## config.mk

```make
export PLATFORM = sky130hd
export DESIGN_NAME = fifo_rd_unpacker_flat
export DESIGN_NICKNAME = d
export VERILOG_FILES = /design/src/rtl/fifo_rd_unpacker_if.sv /design/src/rtl/fifo_rd_unpacker.sv /design/src/flat_wrapper.sv
export SDC_FILE = /design/constraint.sdc
export NUM_CORES = 1
export LEC_CHECK = 0
export ABC_AREA = 1
export BUFFER_PORTS_ARGS = -buffer_cell sky130_fd_sc_hd__buf_2
export CORE_ASPECT_RATIO = 2
export CORE_MARGIN = 2
export CORE_UTILIZATION = 35
export CTS_CLUSTER_DIAMETER = 150
export DETAILED_ROUTE_END_ITERATION = 12
export HOLD_SLACK_MARGIN = 0.06
export PLACE_DENSITY = 0.6
export SETUP_SLACK_MARGIN = 0.02
export SLEW_MARGIN = 20
export SYNTH_ARGS = -nofsm -noshare
export SYNTH_HDL_FRONTEND = slang
export SYNTH_SLANG_ARGS = --single-unit
```

## constraint.sdc

```tcl
create_clock -name rd_clk_i -period 1.91 [get_ports rd_clk_i]
set_input_delay 0.4775 -clock rd_clk_i [delete_from_list [all_inputs] [get_ports rd_clk_i]]
set_output_delay 0.4775 -clock rd_clk_i [all_outputs]
set_load 0.02 [all_outputs]
```

## src/rtl/fifo_rd_unpacker_if.sv

```systemverilog
// Read-side bundle of the 16-to-32 asymmetric FIFO plus the 16-bit beat stream toward display.
// master: the unpacker (issues reads, drives the stream); slave: the FIFO/display environment.
interface fifo_rd_unpacker_if;
    logic        fifo_rst_busy_i;
    logic        fifo_empty_i;
    logic        fifo_prog_full_i;
    logic        fifo_rd_valid_i;
    logic [31:0] fifo_rdata_i;
    logic        fifo_rd_en_o;
    logic [15:0] m_data_o;
    logic        m_valid_o;
    logic        m_ready_i;
    logic        seq_error_o;
    logic        underrun_o;
    logic [15:0] underrun_cnt_o;

    modport master (
        input  fifo_rst_busy_i, fifo_empty_i, fifo_prog_full_i,
        input  fifo_rd_valid_i, fifo_rdata_i, m_ready_i,
        output fifo_rd_en_o, m_data_o, m_valid_o,
        output seq_error_o, underrun_o, underrun_cnt_o
    );

    modport slave (
        output fifo_rst_busy_i, fifo_empty_i, fifo_prog_full_i,
        output fifo_rd_valid_i, fifo_rdata_i, m_ready_i,
        input  fifo_rd_en_o, m_data_o, m_valid_o,
        input  seq_error_o, underrun_o, underrun_cnt_o
    );
endinterface

```

## src/rtl/fifo_rd_unpacker.sv

```systemverilog
// Pulls 32-bit words from the FIFO with credit-limited reads, splits them into two 16-bit beats
// (older half first), checks the incrementing test pattern and counts underrun cycles.
module fifo_rd_unpacker #(
    parameter int unsigned RD_LATENCY         = 1,
    parameter int unsigned BUF_WORDS          = RD_LATENCY + 1,
    parameter bit          START_ON_PROG_FULL = 1'b1,
    parameter bit          CHECK_SEQ          = 1'b1
) (
    input  logic               rd_clk_i,
    input  logic               sys_rst_n,
    fifo_rd_unpacker_if.master bus
);

    localparam int unsigned PTR_W     = (BUF_WORDS > 1) ? $clog2(BUF_WORDS) : 1;
    localparam int unsigned MEM_DEPTH = 1 << PTR_W;
    localparam int unsigned CNT_W     = $clog2(BUF_WORDS + 1);
    localparam int unsigned SUM_W     = CNT_W + 1;

    typedef enum logic [1:0] {
        WAIT_RST = 2'd0,
        PRIME    = 2'd1,
        STREAM   = 2'd2
    } state_t;

    state_t           state_q, state_d;
    logic [31:0]      mem_q [MEM_DEPTH];
    logic [PTR_W-1:0] wr_ptr_q, rd_ptr_q;
    logic [CNT_W-1:0] occ_q, inflight_q;
    logic             lower_q;
    logic [15:0]      seq_ref_q;
    logic             seq_armed_q, seq_error_q;
    logic             underrun_q;
    logic [15:0]      underrun_cnt_q;

    logic             flush, start_ok, rd_issue, rd_accept, xfer, pop, starved;
    logic [31:0]      head;
    logic [15:0]      beat;

    assign flush     = bus.fifo_rst_busy_i;
    assign start_ok  = bus.fifo_prog_full_i || (!START_ON_PROG_FULL && !bus.fifo_empty_i);
    // Credits: buffered words plus reads still in the FIFO pipeline never exceed the buffer.
    assign rd_issue  = (state_q == STREAM) && !flush && !bus.fifo_empty_i &&
                       ((SUM_W'(occ_q) + SUM_W'(inflight_q)) < SUM_W'(BUF_WORDS));
    assign rd_accept = bus.fifo_rd_valid_i && (inflight_q != '0);
    assign head      = mem_q[rd_ptr_q];
    assign beat      = lower_q ? head[15:0] : head[31:16];
    assign xfer      = (occ_q != '0) && bus.m_ready_i;
    assign pop       = xfer && lower_q;
    assign starved   = (state_q == STREAM) && bus.m_ready_i && (occ_q == '0) && (inflight_q == '0);

    assign bus.fifo_rd_en_o   = rd_issue;
    assign bus.m_valid_o      = (occ_q != '0);
    assign bus.m_data_o       = beat;
    assign bus.seq_error_o    = CHECK_SEQ ? seq_error_q : 1'b0;
    assign bus.underrun_o     = underrun_q;
    assign bus.underrun_cnt_o = underrun_cnt_q;

    always_ff @(posedge rd_clk_i or negedge sys_rst_n) begin
        if (!sys_rst_n) begin
            state_q <= WAIT_RST;
        end else begin
            state_q <= state_d;
        end
    end

    always_comb begin
        state_d = state_q;
        if (flush) begin
            state_d = WAIT_RST;
        end else begin
            case (state_q)
                WAIT_RST: state_d = PRIME;
                PRIME:    if (start_ok) state_d = STREAM;
                STREAM:   state_d = STREAM;
                default:  state_d = WAIT_RST;
            endcase
        end
    end

    // Word buffer, credit counter and half-select; a flush drops buffered and in-flight words.
    always_ff @(posedge rd_clk_i or negedge sys_rst_n) begin
        if (!sys_rst_n) begin
            for (int i = 0; i < int'(MEM_DEPTH); i++) begin
                mem_q[i] <= '0;
            end
            wr_ptr_q   <= '0;
            rd_ptr_q   <= '0;
            occ_q      <= '0;
            inflight_q <= '0;
            lower_q    <= 1'b0;
        end else if (flush) begin
            wr_ptr_q   <= '0;
            rd_ptr_q   <= '0;
            occ_q      <= '0;
            inflight_q <= '0;
            lower_q    <= 1'b0;
        end else begin
            if (rd_accept) begin
                mem_q[wr_ptr_q] <= bus.fifo_rdata_i;
                wr_ptr_q        <= wr_ptr_q + PTR_W'(1);
            end
            if (pop) begin
                rd_ptr_q <= rd_ptr_q + PTR_W'(1);
            end
            if (xfer) begin
                lower_q <= !lower_q;
            end
            occ_q      <= occ_q + CNT_W'(rd_accept) - CNT_W'(pop);
            inflight_q <= inflight_q + CNT_W'(rd_issue) - CNT_W'(rd_accept);
        end
    end

    // Underrun flags survive flushes; only reset clears them.
    always_ff @(posedge rd_clk_i or negedge sys_rst_n) begin
        if (!sys_rst_n) begin
            underrun_q     <= 1'b0;
            underrun_cnt_q <= '0;
        end else if (starved) begin
            underrun_q <= 1'b1;
            if (underrun_cnt_q != 16'hFFFF) begin
                underrun_cnt_q <= underrun_cnt_q + 16'd1;
            end
        end
    end

    // Reference follows the received beat so a single glitch is flagged only once.
    always_ff @(posedge rd_clk_i or negedge sys_rst_n) begin
        if (!sys_rst_n) begin
            seq_ref_q   <= '0;
            seq_armed_q <= 1'b0;
            seq_error_q <= 1'b0;
        end else if (flush) begin
            seq_armed_q <= 1'b0;
        end else if (xfer) begin
            seq_ref_q   <= beat;
            seq_armed_q <= 1'b1;
            if (CHECK_SEQ && seq_armed_q && (beat != 16'(seq_ref_q + 16'd1))) begin
                seq_error_q <= 1'b1;
            end
        end
    end

endmodule

```

## src/flat_wrapper.sv

```systemverilog
// flat-port wrapper written by rule: the top's interface ports become plain ports
module fifo_rd_unpacker_flat 
#(
    parameter int unsigned RD_LATENCY         = 1,
    parameter int unsigned BUF_WORDS          = RD_LATENCY + 1,
    parameter bit          START_ON_PROG_FULL = 1'b1,
    parameter bit          CHECK_SEQ          = 1'b1
)
  (rd_clk_i, sys_rst_n, bus_fifo_rst_busy_i, bus_fifo_empty_i, bus_fifo_prog_full_i, bus_fifo_rd_valid_i, bus_fifo_rdata_i, bus_m_ready_i, bus_fifo_rd_en_o, bus_m_data_o, bus_m_valid_o, bus_seq_error_o, bus_underrun_o, bus_underrun_cnt_o);
  fifo_rd_unpacker_if bus_i ();
  input  logic rd_clk_i;
  input  logic sys_rst_n;
  input wire logic [$bits(bus_i.fifo_rst_busy_i)-1:0] bus_fifo_rst_busy_i;
  input wire logic [$bits(bus_i.fifo_empty_i)-1:0] bus_fifo_empty_i;
  input wire logic [$bits(bus_i.fifo_prog_full_i)-1:0] bus_fifo_prog_full_i;
  input wire logic [$bits(bus_i.fifo_rd_valid_i)-1:0] bus_fifo_rd_valid_i;
  input wire logic [$bits(bus_i.fifo_rdata_i)-1:0] bus_fifo_rdata_i;
  input wire logic [$bits(bus_i.m_ready_i)-1:0] bus_m_ready_i;
  output wire logic [$bits(bus_i.fifo_rd_en_o)-1:0] bus_fifo_rd_en_o;
  output wire logic [$bits(bus_i.m_data_o)-1:0] bus_m_data_o;
  output wire logic [$bits(bus_i.m_valid_o)-1:0] bus_m_valid_o;
  output wire logic [$bits(bus_i.seq_error_o)-1:0] bus_seq_error_o;
  output wire logic [$bits(bus_i.underrun_o)-1:0] bus_underrun_o;
  output wire logic [$bits(bus_i.underrun_cnt_o)-1:0] bus_underrun_cnt_o;
  assign bus_i.fifo_rst_busy_i = bus_fifo_rst_busy_i;
  assign bus_i.fifo_empty_i = bus_fifo_empty_i;
  assign bus_i.fifo_prog_full_i = bus_fifo_prog_full_i;
  assign bus_i.fifo_rd_valid_i = bus_fifo_rd_valid_i;
  assign bus_i.fifo_rdata_i = bus_fifo_rdata_i;
  assign bus_i.m_ready_i = bus_m_ready_i;
  assign bus_fifo_rd_en_o = bus_i.fifo_rd_en_o;
  assign bus_m_data_o = bus_i.m_data_o;
  assign bus_m_valid_o = bus_i.m_valid_o;
  assign bus_seq_error_o = bus_i.seq_error_o;
  assign bus_underrun_o = bus_i.underrun_o;
  assign bus_underrun_cnt_o = bus_i.underrun_cnt_o;
  fifo_rd_unpacker #(.RD_LATENCY(RD_LATENCY), .BUF_WORDS(BUF_WORDS), .START_ON_PROG_FULL(START_ON_PROG_FULL), .CHECK_SEQ(CHECK_SEQ)) u_core (.rd_clk_i(rd_clk_i), .sys_rst_n(sys_rst_n), .bus(bus_i));
endmodule
```

Word level (Yosys, flattened, before mapping)
Index checks and enable logic that the tools add are counted.

storage, ports and cells
  output and inout port bits = 36
  memories kept = 0
  memory bits (writable) = 0
  bits in latches = 0
  bits in registers = 108
  ROM bits = 0

operators by class
  bitwise gates (word level) = 3
  shifts and indexed selects = 0
  multiply operators = 0
  reduce and logical (&&, ||, !) cells = 26
  $add $sub $neg = 9
  mux-type cells = 20
  magnitude comparators = 4
  equal/unequal tests = 5
  divide/modulo/power cells = 0

operator list
  cell                                                count
  2-to-1 mux 32 bit                                   4
  bitwise mux 64 bit                                  1
  adder 16 x 1 -> 16 bit, second input constant       2
  demux 32 bit (select 1 bit)                         1
  2-to-1 mux 16 bit                                   1
  inequality test 16 bit                              1
  inequality test 16 bit, second input constant       1
  logical AND 1 bit                                   11
  nonzero test 2 bit                                  5
  2-to-1 mux 1 bit                                    8
  2-to-1 mux 2 bit                                    4
  zero test 2 bit                                     3
  case mux 2 bit (3 select lines)                     1
  AND reduction 2 bit                                 3
  adder 2 x 1 -> 2 bit                                2
  >= comparator 2 bit, second input constant          2
  NOT 1 -> 2 bit                                      2
  subtractor 2 x 1 -> 2 bit                           2
  adder 2 x 2 -> 3 bit                                1
  zero test 1 bit                                     3
  < comparator 3 x 2 -> 1 bit, second input constant  1
  inequality test 3 bit, second input constant        1
  AND reduction 3 bit                                 1
  adder 1 bit, second input constant                  2
  other kinds (4)                                     4

Logic depth before layout (Yosys ltp)
  depth after elaboration = 8
  gate-level depth with buffers = 16

Least setup slack after synthesis
No wires, ideal clock.

  path kind = register to register
  from = register u_core.occ_q[0]
  to = register u_core.inflight_q[1]
  data required time = 1.789 ns
  slack = -0.275 ns
  library setup time = 0.121 ns
  path buffers = 0
  clock period less this slack = 2.185 ns
  stages on the path, launching flop included = 12
  data arrival time = 2.064 ns
  cell sequence = dfrtp_1 -> nand2_1 -> inv_1 -> fa_1 -> nor3_1 -> and3_1 -> inv_1 -> ha_1 -> inv_1 -> ha_1 -> xor2_1 -> nor2_1

between the ends
  word-level cells in the longest chain between the ends = 6

ends and longest elaborated chain
  what                         RTL line                 source
  start, declared              fifo_rd_unpacker.sv:28   logic [CNT_W-1:0] occ_q, inflight_q;
  start signal, assigned       fifo_rd_unpacker.sv:108  occ_q <= occ_q + CNT_W'(rd_accept) - CNT_W'(pop);
  adder 2 x 2 -> 3 bit         fifo_rd_unpacker.sv:43   ((SUM_W'(occ_q) + SUM_W'(inflight_q)) < SUM_W'(BUF_WORDS));
  < comparator 3 x 2 -> 1 bit  fifo_rd_unpacker.sv:43
  logical AND 1 bit            fifo_rd_unpacker.sv:42   assign rd_issue = (state_q == STREAM) && !flush && !bus.fifo_empty_i &&
  via bus_fifo_rd_en_o         flat_wrapper.sv:19       output wire logic [$bits(bus_i.fifo_rd_en_o)-1:0] bus_fifo_rd_en_o;
  adder 2 x 1 -> 2 bit         fifo_rd_unpacker.sv:109  inflight_q <= inflight_q + CNT_W'(rd_issue) - CNT_W'(rd_accept);
  subtractor 2 x 1 -> 2 bit    fifo_rd_unpacker.sv:109
  2-to-1 mux 2 bit             fifo_rd_unpacker.sv:91   end else if (flush) begin
  end signal, assigned         fifo_rd_unpacker.sv:109
  end, declared                fifo_rd_unpacker.sv:28

The timed path passes the listed nets, and every way through them passes these cells.
A chain may end at the register's enable or synchronous reset.

Worst setup path in the final report
  from = register u_core.inflight_q[0]
  to = output port bus_fifo_rd_en_o

between the ends
  word-level cells in the longest chain between the ends = 3

ends and longest elaborated chain
  what                         RTL line
  adder 2 x 2 -> 3 bit         fifo_rd_unpacker.sv:43
  < comparator 3 x 2 -> 1 bit  fifo_rd_unpacker.sv:43
  logical AND 1 bit            fifo_rd_unpacker.sv:42
  end, declared                flat_wrapper.sv:19

Every way passes these cells.

==> flow_summary.yaml <==
run_status:
  outcome: "complete, but fails checks"
  failed_checks: "setup timing"
die:
  die-area_mm2: 0.01763
  die_h_um: 185.8
  fp-row-count: 66
  core_mm2: 0.01619
  start_util: 0.3574
  io_pins: 75
  chipWidth_um: 94.90
synth:
  synth_cells: 776
  syn_nets: 825
  yosys.area.top_type: "dfrtp_1"
  synth-edff-count: 0
  ys_seq_elements: 108
  avgSynthCellArea_um2: 7.454
  async_flop_share: 1.000
  synthFlopType: "dfrtp_1"
  synthDistinctLibCells: 32
  synth_top_area_frac: 0.4672
  synthesis.area_mm2: 0.005784
  synthTopCellsByArea: "dfrtp_1 (47%), nand2_1 (17%), o21ai_0 (7.9%), inv_1 (7.1%), nand3_1 (4.8%)"
  yosysMostFrequentCell: "nand2_1"
  ys_seq_area_frac: 0.4672
  ys_warn_count: 0
  synth_common_cells: "nand2_1 (263), inv_1 (109), dfrtp_1 (108), o21ai_0 (91), nand3_1 (55)"
route:
  drc_errors: 0
  vias: 5442
  drt_iter0_markers: 338
  drtPass1Iterations: 4
  antenna_left: 0
  wirelength_mm: 16.79
  wire_per_inst_um: 14.85
  routed_via_density: 4.812
critical_path:
  crit_chain: "nand2_1 -> inv_1 -> fa_1 -> nor3_2 -> and3_4 -> buf_6"
  reg2reg_depth: 12
  rr_endpoint: "u_core.inflight_q[1]$_DFF_PN0_"
  crit_path_end_kind: "primary output"
  critPathSlowestCell: "fa_1"
  crit_start: "u_core.inflight_q[0]$_DFF_PN0_"
  critPathBufInv: 2
  critPathMaxFanout: 2
  cp_top_family: "adder cells"
  rrSetupSlack_ns: -0.27
  r2r-start: "u_core.inflight_q[0]$_DFF_PN0_"
  slowest_delay_ns: 0.45
  start_kind: "flop"
  worstPathArrival_ns: 1.76
  criticalPathCategory: "flop to primary output"
  required_ns: 1.43
timing:
  grt_setup_unrepaired: "true"
  slew_viol_final: 0
  timing.final.ws_setup_ns: -0.3286
  max_slew.worst_pin.slew_ns: 0.4066
  maxSlewHeadroom: 0.7289
  hold_violations: 0
  max_freq_mhz: 446.7
  clock_skew_ns: 0.01171
  layout_min_cycle_time_ns: 2.239
  period_share: 1.172
  fin_tns_setup_ns: -3.951
  setup_viol: 20
global_routing:
  antenna_found_initial: 0
  grt_pass1_wl_mm: 26.50
  grt.total_usage: 0.1950
  overflow: 0
  first_global_vias: 5606
  grt_max_degree: 65
place:
  place.gp.congestion: 0.8315
  dpl_cell_area_mm2: 0.006638
  io_buffers: 74
  hpwlAfterDp_mm: 11.49
worst_hold_path:
  hold-path-cell-count: 3
  hold_path_end: "u_core.mem_q[36]$_DFFE_PN0P_"
  holdCritStartpoint: "bus_fifo_rdata_i[4]"
  min_path_type: "input pin to flop"
power_and_ir_drop:
  leakage_nw: 4.299
  power-per-cell-area_mw_per_mm2: 1394
  ir_worst_vdd_v: 0.0006754
cts:
  cts_tree: "built"
  cts_root_buf: "clkbuf_16"
  cts.sinks: 108
  htree_levels: 3
  clk_pin_slew_ns: 0.08
  cts_max_path_buffers: 2
  cts_buffers: 9
  worstSkewPairLatency_ns: 0.35
layout:
  final_area_mm2: 0.008293
  finalNetCount: 971
  drive_gt1_frac: 0.3560
  num_antenna_cells: 0
  area_growth_pct: 43.37
run:
  drv_cap: 0
==> worst register-to-register path, delay by kind of cell, from the launching register on <==
family	cells	cell delay, ns
xor gates and xnor gates	1	0.14
adders and majority gates	3	0.85
buffers and inverters	4	0.21
DFF	1	0.38
and+or+nand+nor	4	0.53
==> logic make-up after synthesis <==
group | after synthesis | share of synthesized area
compound gates | 98 | 0.08825
xor+xnor | 21 | 0.03180
fa+ha+maj | 10 | 0.02293
buf+inv | 140 | 0.1010
flops | 108 | 0.4672
simple gates | 399 | 0.2888
==> per-stage QoR <==
| stage | utilization | hold slack, ns | std cells | worst slack [ns] | total power, mW |
|---|---|---|---|---|---|
| after floorplan | - | 0.1819 | 776 | -0.1484 | 6.517 |
| after global placement | 0.4101 | 0.4294 | 1065 | -0.1599 | 7.840 |
| after detailed placement | 0.4101 | 0.4322 | 1065 | -0.1991 | 7.948 |
| after CTS | 0.4903 | 0.3822 | 1124 | -0.3166 | 11.09 |
| after global routing | 0.5124 | 0.4028 | 1131 | -0.3902 | 12.41 |
| final | 0.5124 | 0.3856 | 1131 | -0.3286 | 11.56 |
==> how the worst max path moves through the flow <==
stage / depth (start not counted) / slack, ns / to
final: 6 / -0.33 / bus_fifo_rd_en_o
after global placement: 11 / -0.16 / u_core.inflight_q[1]$_DFF_PN0_
after floorplan: 11 / -0.15 / u_core.inflight_q[1]$_DFF_PN0_
after CTS: 6 / -0.32 / bus_fifo_rd_en_o
after global routing: 6 / -0.39 / bus_fifo_rd_en_o
after detailed placement: 11 / -0.20 / u_core.inflight_q[1]$_DFF_PN0_
==> flip-flops by register name, summed over array words and instances, names as in the netlist <==
| signal | count |
|---|---|
| u_core.bus.seq_error_o | 1 |
| u_core.bus.underrun_cnt_o | 16 |
| u_core.bus.underrun_o | 1 |
| u_core.inflight_q | 2 |
| u_core.lower_q | 1 |
| u_core.mem_q | 64 |
| u_core.occ_q | 2 |
| u_core.rd_ptr_q | 1 |
| u_core.seq_armed_q | 1 |
| u_core.seq_ref_q | 16 |
| u_core.state_q | 2 |
| u_core.wr_ptr_q | 1 |
==> cell type report <==
cell class / count / area (um2)
Sequential cell: 108 / 2704
Fill cell: 1592 / 7893
Multi-Input combinational cell: 528 / 3141
Clock inverter: 7 / 85.08
Timing Repair inverter: 2 / 27.53
Tap cell: 204 / 255.2
Timing Repair Buffer: 160 / 1414
Inverter: 113 / 441.7
Clock buffer: 9 / 225.2
==> power by group <==
part	leakage [nW]	total [mW]	switching [mW]	internal, mW
clock	0.146	1.94	0.903	1.04
combinational	2.76	5.57	3.11	2.46
sequential	1.39	4.04	0.821	3.22
==> placed cells by master (no fill, tap or decap), types with 2 or more instances in the layout <==
cell type	n
a21oi_1	3
buf_12	10
buf_16	3
buf_2	56
buf_4	50
buf_6	36
buf_8	4
clkbuf_16	9
clkinv_4	3
clkinvlp_4	2
dfrtp_1	107
ha_1	7
ha_4	2
inv_1	93
inv_2	14
inv_4	5
inv_8	3
nand2_1	198
nand2_2	48
nand2_4	24
nand3_1	30
nand3_2	17
nand3_4	11
nand4_1	9
nor2_1	35
nor2_2	7
nor2_4	11
nor3_1	3
nor3_2	3
o21ai_0	86
o21ai_1	3
o21ai_2	3
o21ai_4	2
xnor2_1	5
xor2_1	15
==> routing by layer <==
| metal | track usage | up-vias | part of all wire |
|---|---|---|---|
| met5 | 0 | - | 0 |
| met4 | 0.09333 | 0 | 0.038 |
| met3 | 0.02632 | 36 | 0.031 |
| met2 | 0.3716 | 97 | 0.58 |
| met1 | 0.2035 | 2613 | 0.36 |
| li1 | - | 2696 | - |
==> what timing repair did <==
| action | CTS | global route |
|---|---|---|
| hold buffers | 1 | 0 |
| endpoints found under the setup margin | 21 | 24 |
| cloned | 5 | 0 |
| endpoints found under the hold margin | 7 | 0 |
| setup buffers | 39 | 11 |
| pin swaps | 51 | 42 |
| gates resized for setup | 173 | 83 |
Power figures use the tool's default switching activity.
